`config.mk`:
```
export PLATFORM = sky130hd
export DESIGN_NAME = instr_sequencer_flat
export DESIGN_NICKNAME = d
export VERILOG_FILES = /design/src/rtl/instr_sequencer_if.sv /design/src/rtl/instr_sequencer.sv /design/src/flat_wrapper.sv
export SDC_FILE = /design/constraint.sdc
export NUM_CORES = 1
export LEC_CHECK = 0
export CAP_MARGIN = 25
export CELL_PAD_IN_SITES_DETAIL_PLACEMENT = 1
export CELL_PAD_IN_SITES_GLOBAL_PLACEMENT = 2
export CORE_MARGIN = 4
export CORE_UTILIZATION = 30
export DETAILED_ROUTE_END_ITERATION = 10
export PLACE_DENSITY_LB_ADDON = 0.1
export SLEW_MARGIN = 20
export SYNTH_ARGS = -nofsm -noshare
export SYNTH_HDL_FRONTEND = slang
export SYNTH_SLANG_ARGS = --single-unit
```
`constraint.sdc`:
```
create_clock -name clk -period 2.09 [get_ports clk]
set_input_delay 0.418 -clock clk [delete_from_list [all_inputs] [get_ports clk]]
set_output_delay 0.418 -clock clk [all_outputs]
set_load 0.03 [all_outputs]
```
`src/rtl/instr_sequencer_if.sv`:
```
// Fetch and execution-unit bus between the sequencer and its environment.
// master: sequencer side; slave: instruction memory / unit FSM side.
interface instr_sequencer_if;
    logic        instr_req;
    logic        instr_valid;
    logic [15:0] instr_data;
    logic [15:0] ir_out;
    logic [3:0]  unit_start;
    logic [3:0]  unit_grant;
    logic [3:0]  unit_done;

    modport master (
        output instr_req,
        output ir_out,
        output unit_start,
        output unit_grant,
        input  instr_valid,
        input  instr_data,
        input  unit_done
    );

    modport slave (
        input  instr_req,
        input  ir_out,
        input  unit_start,
        input  unit_grant,
        output instr_valid,
        output instr_data,
        output unit_done
    );
endinterface

```
`src/rtl/instr_sequencer.sv`:
```
// Instruction sequencer: fetch, decode, dispatch to one of four unit FSMs, wait, retire.
// Ports: clk, rst (async active-low), run, err_clr, bus (fetch + unit bus), status outputs.
module instr_sequencer #(
    parameter int TIMEOUT = 32,
    parameter int CNT_W   = 16
) (
    input  logic             clk,
    input  logic             rst,
    input  logic             run,
    input  logic             err_clr,
    instr_sequencer_if.master bus,
    output logic             busy,
    output logic             halted,
    output logic             err_illegal,
    output logic             err_timeout,
    output logic [CNT_W-1:0] instr_count
);

    typedef enum logic [2:0] {
        S_IDLE,
        S_FETCH,
        S_DECODE,
        S_DISPATCH,
        S_WAIT,
        S_RETIRE,
        S_HALT,
        S_ERROR
    } state_e;

    localparam logic [15:0] TMO_LAST = 16'(TIMEOUT - 1);

    state_e           state_q, state_d;
    logic [15:0]      ir_q, ir_d;
    logic [15:0]      timer_q, timer_d;
    logic [CNT_W-1:0] cnt_q, cnt_d;
    logic             ill_q, ill_d;
    logic             tmo_q, tmo_d;

    logic [3:0] unit_oh;
    logic       is_nop;
    logic       is_halt;
    logic       is_ill;
    logic       req;
    logic [3:0] start;
    logic [3:0] grant;

    // Decode straight from the latched word; ir_q is stable from DECODE
    // through WAIT, so the selected unit cannot change mid-execution.
    always_comb begin
        unit_oh = 4'b0000;
        is_nop  = 1'b0;
        is_halt = 1'b0;
        is_ill  = 1'b0;
        case (ir_q[15:12])
            4'h0:       is_nop  = 1'b1;
            4'h1, 4'h2: unit_oh = 4'b0001;
            4'h3, 4'h4: unit_oh = 4'b0010;
            4'h5:       unit_oh = 4'b0100;
            4'h6:       unit_oh = 4'b1000;
            4'hF:       is_halt = 1'b1;
            default:    is_ill  = 1'b1;
        endcase
    end

    always_comb begin
        state_d = state_q;
        ir_d    = ir_q;
        timer_d = timer_q;
        cnt_d   = cnt_q;
        ill_d   = ill_q;
        tmo_d   = tmo_q;
        req     = 1'b0;
        start   = 4'b0000;
        grant   = 4'b0000;
        case (state_q)
            S_IDLE: begin
                if (run) state_d = S_FETCH;
            end
            S_FETCH: begin
                req = 1'b1;
                if (bus.instr_valid) begin
                    ir_d    = bus.instr_data;
                    state_d = S_DECODE;
                end
            end
            S_DECODE: begin
                if (is_nop) begin
                    state_d = S_RETIRE;
                end else if (is_halt) begin
                    state_d = S_HALT;
                end else if (is_ill) begin
                    state_d = S_ERROR;
                    ill_d   = 1'b1;
                end else begin
                    state_d = S_DISPATCH;
                end
            end
            S_DISPATCH: begin
                start   = unit_oh;
                grant   = unit_oh;
                timer_d = 16'd0;
                state_d = S_WAIT;
            end
            S_WAIT: begin
                grant   = unit_oh;
                timer_d = timer_q + 16'd1;
                // Only the granted unit's done counts; done beats timeout.
                if (|(bus.unit_done & unit_oh)) begin
                    state_d = S_RETIRE;
                end else if (timer_q == TMO_LAST) begin
                    state_d = S_ERROR;
                    tmo_d   = 1'b1;
                end
            end
            S_RETIRE: begin
                cnt_d   = cnt_q + CNT_W'(1);
                state_d = run ? S_FETCH : S_IDLE;
            end
            S_HALT: begin
                state_d = S_HALT;
            end
            S_ERROR: begin
                if (err_clr) begin
                    state_d = S_IDLE;
                    ill_d   = 1'b0;
                    tmo_d   = 1'b0;
                end
            end
            default: state_d = S_IDLE;
        endcase
    end

    always_ff @(posedge clk or negedge rst) begin
        if (!rst) begin
            state_q <= S_IDLE;
            ir_q    <= 16'h0000;
            timer_q <= 16'd0;
            cnt_q   <= '0;
            ill_q   <= 1'b0;
            tmo_q   <= 1'b0;
        end else begin
            state_q <= state_d;
            ir_q    <= ir_d;
            timer_q <= timer_d;
            cnt_q   <= cnt_d;
            ill_q   <= ill_d;
            tmo_q   <= tmo_d;
        end
    end

    assign bus.instr_req  = req;
    assign bus.ir_out     = ir_q;
    assign bus.unit_start = start;
    assign bus.unit_grant = grant;

    assign busy        = (state_q != S_IDLE) && (state_q != S_HALT)
                      && (state_q != S_ERROR);
    assign halted      = (state_q == S_HALT);
    assign err_illegal = ill_q;
    assign err_timeout = tmo_q;
    assign instr_count = cnt_q;

endmodule

```
`src/flat_wrapper.sv`:
```
// flat-port wrapper written by rule: the top's interface ports become plain ports
module instr_sequencer_flat 
#(
    parameter int TIMEOUT = 32,
    parameter int CNT_W   = 16
)
  (clk, rst, run, err_clr, busy, halted, err_illegal, err_timeout, instr_count, bus_instr_req, bus_ir_out, bus_unit_start, bus_unit_grant, bus_instr_valid, bus_instr_data, bus_unit_done);
  instr_sequencer_if bus_i ();
  input  logic clk;
  input  logic rst;
  input  logic run;
  input  logic err_clr;
  output logic busy;
  output logic halted;
  output logic err_illegal;
  output logic err_timeout;
  output logic [CNT_W-1:0] instr_count;
  output wire logic [$bits(bus_i.instr_req)-1:0] bus_instr_req;
  output wire logic [$bits(bus_i.ir_out)-1:0] bus_ir_out;
  output wire logic [$bits(bus_i.unit_start)-1:0] bus_unit_start;
  output wire logic [$bits(bus_i.unit_grant)-1:0] bus_unit_grant;
  input wire logic [$bits(bus_i.instr_valid)-1:0] bus_instr_valid;
  input wire logic [$bits(bus_i.instr_data)-1:0] bus_instr_data;
  input wire logic [$bits(bus_i.unit_done)-1:0] bus_unit_done;
  assign bus_instr_req = bus_i.instr_req;
  assign bus_ir_out = bus_i.ir_out;
  assign bus_unit_start = bus_i.unit_start;
  assign bus_unit_grant = bus_i.unit_grant;
  assign bus_i.instr_valid = bus_instr_valid;
  assign bus_i.instr_data = bus_instr_data;
  assign bus_i.unit_done = bus_unit_done;
  instr_sequencer #(.TIMEOUT(TIMEOUT), .CNT_W(CNT_W)) u_core (.clk(clk), .rst(rst), .run(run), .err_clr(err_clr), .bus(bus_i), .busy(busy), .halted(halted), .err_illegal(err_illegal), .err_timeout(err_timeout), .instr_count(instr_count));
endmodule
```
==> impl_metrics.py, run 1 <==
metrics = {
    "status": {
        "run_status": "finished, final reports clean",
    },
    "finish": {
        "layout_common_cells": "clkdlybuf4s50_1 (57), dfrtp_1 (50), nand2_1 (23), buf_4 (22), mux2_2 (17)",
        "drive_above_1_share_pct": 21.5,
        "fill_cells": 958,
        "antenna_diode_instance_count": 0,
        "area_delta_synth_final_pct": 37.2,
        "final_common_cell": "clkdlybuf4s50_1",
        "final_cell_area_sq_um": 3690,
        "layout.nets": 361,
    },
    "yosys": {
        "share_of_the_yosys_chip_area_belonging_to_registers_pct": 49.3,
        "synthesis.area_per_instance_sq_um": 10.4,
        "netlist-cell-type-count": 47,
        "synth-async-reset-ratio_pct": 100,
        "mapped_cell_area_sq_um": 2690,
        "post-synth-top-area-fraction_pct": 49.3,
        "synth_warnings": 0,
        "synth.top_cells.by_area": "dfrtp_1 (49%), mux2_2 (7.1%), nand2_1 (3.3%)",
        "number_of_synthesized_flops_with_an_enable_pin": 0,
        "synth_area_leader_cell": "dfrtp_1",
        "syn_nets": 286,
        "ys_ff_latch": 53,
        "synth_flop_cell": "dfrtp_1",
        "synth_cells": 259,
    },
    "detailed_routing": {
        "wire_per_inst_um": 15.6,
        "route.final.wire_length_um": 6920,
        "first_pass_iters": 4,
        "num_vias": 2270,
        "detail_route.drc_violations": 0,
        "antenna_violating_nets_left": 0,
        "detailedRoute.firstIterationViolations": 68,
        "drt-vias-per-instance": 5.12,
    },
    "floorplanning": {
        "ios": 70,
        "core.rowCount": 34,
        "start_util_pct": 30.9,
        "dieHeight_um": 103,
        "die_area_sq_um": 10600,
        "core_area_sq_um": 8720,
        "fp.dieW_um": 103,
    },
    "setup_path": {
        "r2r.worst_path.cells": 6,
        "worst-endpoint-arrival_ps": 1610,
        "critPathLaunch": "u_core.state_q[1]",
        "critPathRequiredTime_ps": 1670,
        "r2r_slack_ps": 270,
        "startpoint_type": "flop",
        "critPathMaxFanout": 6,
        "cp-end-kind": "primary output",
        "criticalPathCategory": "reg2out",
        "crit-reg2reg-capture": "u_core.timer_q[9]",
        "setup.worst_path.end": "bus_unit_grant[2]",
        "r2r-start": "u_core.state_q[1]",
    },
    "timing": {
        "rsz_0062_raised_after_global_routing": "yes",
        "maxClockFrequency_ghz": 0.493,
        "period_share_pct": 97.1,
        "slew-limit-headroom_pct": 75.8,
        "fin_crit_ps": 2030,
        "count_of_final_setup_violators": 0,
        "hold_violations": 0,
        "worstMarginPinSlew_ps": 361,
        "finalClockSkew_ps": 7.82,
        "finalMaxSlewViolations": 0,
        "worst_hold_slack_ps": 76.2,
    },
    "clock_network": {
        "htree_levels": 2,
        "cts.reportedPaths.clkPinSlew_ps": 100,
        "clock_path_buffers": 2,
        "cts_sink_count": 53,
        "clock_root_buffer": "clkbuf_8",
        "cts_buffers": 5,
        "worst_skew_pair.late_latency_ps": 310,
        "cts_hold_repair.buffers": 0,
        "clock_tree_from_tritoncts": "built",
    },
    "pwr": {
        "power_report.internal_total_mw": 2.73,
        "power_frac_clock_pct": 15.1,
        "power_density_of_the_placed_cells_nw_per_um2": 1270,
        "switching_share_pct": 41.9,
        "vdd.ir_drop.worst_uv": 516,
        "combinationalPowerShare_pct": 51.0,
        "power.switching_mw": 1.97,
        "power_leakage_nw": 1.56,
        "sequentialPowerShare_pct": 33.9,
    },
    "hold_path": {
        "worst_hold_path_type": "in2async",
    },
    "placed_design": {
        "placed_area_sq_um": 3510,
        "port-buffer-count": 69,
        "place.gp.congestion": 0.733,
        "dpl.hpwl_um": 4970,
    },
    "global_route": {
        "grt_max_degree": 54,
        "number_of_antenna_violations_at_the_first_check_in_global_routing": 0,
        "grt_use_total_pct": 13.8,
        "first_global_vias": 2341,
        "first_pass_grt_wire_length_um": 11500,
        "globalRouteOverflowTotal": 0,
    },
    "flow_run": {
        "maxCapViolCount": 0,
    },
}
==> power groups by stage <==
| stage | sequential [mW] | clock (mW) | combinational, mW |
|---|---|---|---|
| after floorplan | 1.91 | 0 | 1.18 |
| after global placement | 1.59 | 0 | 2.30 |
| after detailed placement | 1.60 | 0 | 2.33 |
| after CTS | 1.59 | 0.756 | 2.38 |
| after global routing | 1.66 | 0.792 | 2.61 |
| final | 1.59 | 0.710 | 2.40 |
==> final cells by class <==
type	count	area, sq um	area share, %
Multi-Input combinational cell	186	1290	35.1
Clock inverter	2	38.8	1.05
Clock buffer	6	72.6	1.96
Sequential cell	53	1330	36.0
Timing Repair Buffer	84	807	21.8
Inverter	4	15.0	0.407
Tap cell	108	135	3.66
==> metal layers <==
| metal | vias to the layer above | routed length (um) | track usage (%) |
|---|---|---|---|
| met4 | 0 | 70 | 3.88 |
| met3 | 5 | 534 | 4.13 |
| met2 | 62 | 3310 | 22.5 |
| met5 | - | 0 | 0 |
| li1 | 1077 | - | - |
| met1 | 1126 | 3010 | 17.9 |
==> metrics by stage <==
stage / std cells / utilization, % / power [mW] / TNS, ps / setup slack [ps]
2_1_floorplan: 259 / - / 3.08 / -205 / -59.8
3_3_place_gp: 431 / 40.2 / 3.89 / 0 / 181
3_5_place_dp: 431 / 40.2 / 3.93 / 0 / 145
4_1_cts: 441 / 41.8 / 4.73 / 0 / 10.1
5_1_grt: 443 / 42.4 / 5.06 / -82.0 / -28.0
6_report: 443 / 42.4 / 4.70 / 0 / 60.7
==> worst min-delay path by stage <==
| stage | end | cells after the start | slack, ps |
|---|---|---|---|
| finish | u_core.timer_q[5] | 2 | 80 |
| global route | u_core.timer_q[12] | 2 | 110 |
| CTS | u_core.timer_q[9] | 2 | 100 |
| detailed placement | u_core.timer_q[5] | 2 | 450 |
| global placement | u_core.timer_q[6] | 2 | 450 |
| floorplan | u_core.bus.ir_out[0] | 0 | 120 |
==> logic make-up after synthesis <==
family / Yosys count / synth area share (%)
buffers and inverters: 20 / 4.37
AO/OA/AOI/OAI: 39 / 8.88
multiplexers: 22 / 8.97
adder cells (fa/ha/maj): 2 / 0.929
XOR/XNOR: 18 / 5.85
AND/OR/NAND/NOR: 105 / 21.7
flip-flops: 53 / 49.3
==> synthesized netlist by cell type, drive strengths merged (7+ instances only) <==
master,count
dfrtp,53
nand2,24
mux2,17
nor2,16
nor3,15
o21ai,14
nand3,12
xnor2,10
buf,9
nand4,9
a21oi,8
xor2,8
and3,7
clkbuf,7
==> repair_timing <==
item | in CTS | in global routing
resized for setup | 5 | 9
setup endpoints to repair | 6 | 10
pin swaps | 4 | 0
setup buffers | 2 | 2
gates cloned | 0 | 0
==> registers in the layout, summed over array words and instances, names as in the netlist <==
name                flops
u_core.err_timeout      1
u_core.err_illegal      1
u_core.state_q          3
u_core.bus.ir_out      16
u_core.instr_count     16
u_core.timer_q         16
==> worst max-delay path, cell delays in order, from the launching register on <==
cell	delay, ps
dfrtp_1	430
or3b_4	410
and2_4	180
nor3_2	110
buf_4	180
(Power assumes the default switching activity.)
==> run 2, diff against run 1 <==
--- a/config.mk
+++ b/config.mk
@@ -12,7 +12,6 @@
 export CORE_UTILIZATION = 30
 export DETAILED_ROUTE_END_ITERATION = 10
 export PLACE_DENSITY_LB_ADDON = 0.1
-export SLEW_MARGIN = 20
 export SYNTH_ARGS = -nofsm -noshare
 export SYNTH_HDL_FRONTEND = slang
 export SYNTH_SLANG_ARGS = --single-unit
==> results of run 2 <==
The final DEF is identical to that of run 1; final timing and power are the same.
==> run 3, diff against run 2 <==
--- a/config.mk
+++ b/config.mk
@@ -10,6 +10,7 @@
 export CELL_PAD_IN_SITES_GLOBAL_PLACEMENT = 2
 export CORE_MARGIN = 4
 export CORE_UTILIZATION = 30
+export CTS_BUF_LIST = sky130_fd_sc_hd__clkbuf_16
 export DETAILED_ROUTE_END_ITERATION = 10
 export PLACE_DENSITY_LB_ADDON = 0.1
 export SYNTH_ARGS = -nofsm -noshare
==> impl_metrics.py, run 3 (synthesis gave the netlist of run 1 again) <==
metrics = {
    "clock_network": {
        "cts_sink_count": 53,
        "cts.reportedPaths.clkPinSlew_ps": 70,
        "worst_skew_pair.late_latency_ps": 290,
        "cts_buffers": 5,
        "htree_levels": 2,
        "clock_tree_from_tritoncts": "built",
        "clock_path_buffers": 2,
        "clock_root_buffer": "clkbuf_16",
        "cts_hold_repair.buffers": 0,
    },
    "timing": {
        "post-route-worst-setup-slack_ps": 88.2,
        "finalClockSkew_ps": 4.26,
        "period_share_pct": 95.8,
        "rsz_0062_raised_after_global_routing": "no",
        "tns_ps": 0,
        "worst_hold_slack_ps": 100,
        "finalMaxSlewViolations": 0,
        "slew-limit-headroom_pct": 76.1,
        "maxClockFrequency_ghz": 0.500,
        "count_of_final_setup_violators": 0,
        "worstMarginPinSlew_ps": 356,
        "hold_violations": 0,
        "fin_crit_ps": 2000,
    },
    "pwr": {
        "power_density_of_the_placed_cells_nw_per_um2": 1320,
        "vdd.ir_drop.worst_uv": 517,
        "power_leakage_nw": 1.59,
        "post-layout-total-power_mw": 4.92,
    },
    "setup_path": {
        "critPathMaxFanout": 6,
        "r2r-start": "u_core.timer_q[0]",
        "criticalPathCategory": "reg2out",
        "startpoint_type": "flop",
        "critPathRequiredTime_ps": 1670,
        "critPathLaunch": "u_core.state_q[0]",
        "cp-end-kind": "primary output",
        "worst-endpoint-arrival_ps": 1580,
    },
    "placed_design": {
        "dp_slack_ps": 145,
        "place.gp.congestion": 0.733,
        "port-buffer-count": 69,
        "dpl.hpwl_um": 4970,
    },
    "global_route": {
        "first_global_vias": 2345,
        "number_of_antenna_violations_at_the_first_check_in_global_routing": 0,
        "grt_max_degree": 54,
        "grt_use_total_pct": 13.9,
        "globalRouteOverflowTotal": 0,
        "first_pass_grt_wire_length_um": 11600,
    },
    "detailed_routing": {
        "num_vias": 2248,
        "first_pass_iters": 4,
        "detailedRoute.firstIterationViolations": 70,
        "antenna_violating_nets_left": 0,
        "wire_per_inst_um": 15.8,
        "route.final.wire_length_um": 6970,
        "drt-vias-per-instance": 5.09,
        "detail_route.drc_violations": 0,
    },
    "floorplanning": {
        "core.rowCount": 34,
        "ios": 70,
        "core_area_sq_um": 8720,
        "die_area_sq_um": 10600,
        "dieHeight_um": 103,
        "fp.dieW_um": 103,
        "start_util_pct": 30.9,
    },
    "finish": {
        "layout_common_cells": "clkdlybuf4s50_1 (57), dfrtp_1 (50), nand2_1 (23), buf_4 (21), mux2_2 (17)",
        "layout.nets": 360,
        "antenna_diode_instance_count": 0,
        "final_common_cell": "clkdlybuf4s50_1",
        "drive_above_1_share_pct": 21.0,
        "area_delta_synth_final_pct": 38.8,
        "fill_cells": 953,
    },
    "flow_run": {
        "maxCapViolCount": 0,
    },
    "hold_path": {
        "worst_hold_path_type": "in2async",
    },
    "status": {
        "run_status": "finished, final reports clean",
    },
}
==> run 3: cell types whose count changed in the layout (fill, tap and decap cells not counted), sizes merged <==
cell	delta
buf	-1
clkbuf	-1
inv	+1
==> run 3: path summary, 6_finish.rpt <==
kind / slack, ps / to / depth (start not counted)
max: 90 / bus_unit_grant[2] / 4
min: 100 / u_core.timer_q[5] / 2
max reg2reg: 290 / u_core.timer_q[14] / 6
min in group clk: 480 / u_core.instr_count[15] / 1
min reg2reg: 480 / u_core.instr_count[15] / 1
max in group asynchronous: 1690 / u_core.bus.ir_out[12] / 2
==> run 3: through the flow <==
stage / area (sq um) / std cells / utilization [%]
floorplan: 2710 / 259 / -
global placement: 3510 / 431 / 40.2
finish: 3740 / 442 / 42.9
detailed placement: 3510 / 431 / 40.2
global route: 3740 / 442 / 42.9
CTS: 3690 / 440 / 42.4
==> run 3: area by class of cell <==
type	count	area, sq um	share of cell area, %
Clock buffer	5	125	3.35
Clock inverter	3	42.5	1.14
Inverter	4	15.0	0.402
Multi-Input combinational cell	186	1290	34.5
Sequential cell	53	1330	35.6
Tap cell	108	135	3.62
Timing Repair Buffer	83	800	21.4
==> run 3: timing repair <==
action / CTS / global route
buffers inserted: 1 / 2
gates resized for setup: 5 / 8
cloned: 0 / 0
hold endpoints to repair: 0 / 0
pin swaps: 1 / 4
endpoints found under the setup margin: 6 / 7
==> run 3: per-layer routing <==
layer | part of all wire [%] | up-vias | track usage [%]
met2 | 48 | 53 | 22.5
met4 | 0.88 | 0 | 3.59
met3 | 6.8 | 7 | 4.53
li1 | - | 1079 | -
met1 | 44 | 1109 | 18.0
met5 | 0 | - | 0
==> run 3: where the power goes <==
part	switching (mW)	total, mW	internal, mW
registers	0.294	1.60	1.30
logic	1.33	2.39	1.06
clock network	0.374	0.938	0.564
total	1.99	4.92	2.93
==> run 3: critical path, stage by stage (launching register included) <==
cell and delay (ps):
dfrtp_1 410, or3b_4 400, and2_4 180, nor3_2 120
buf_4 190
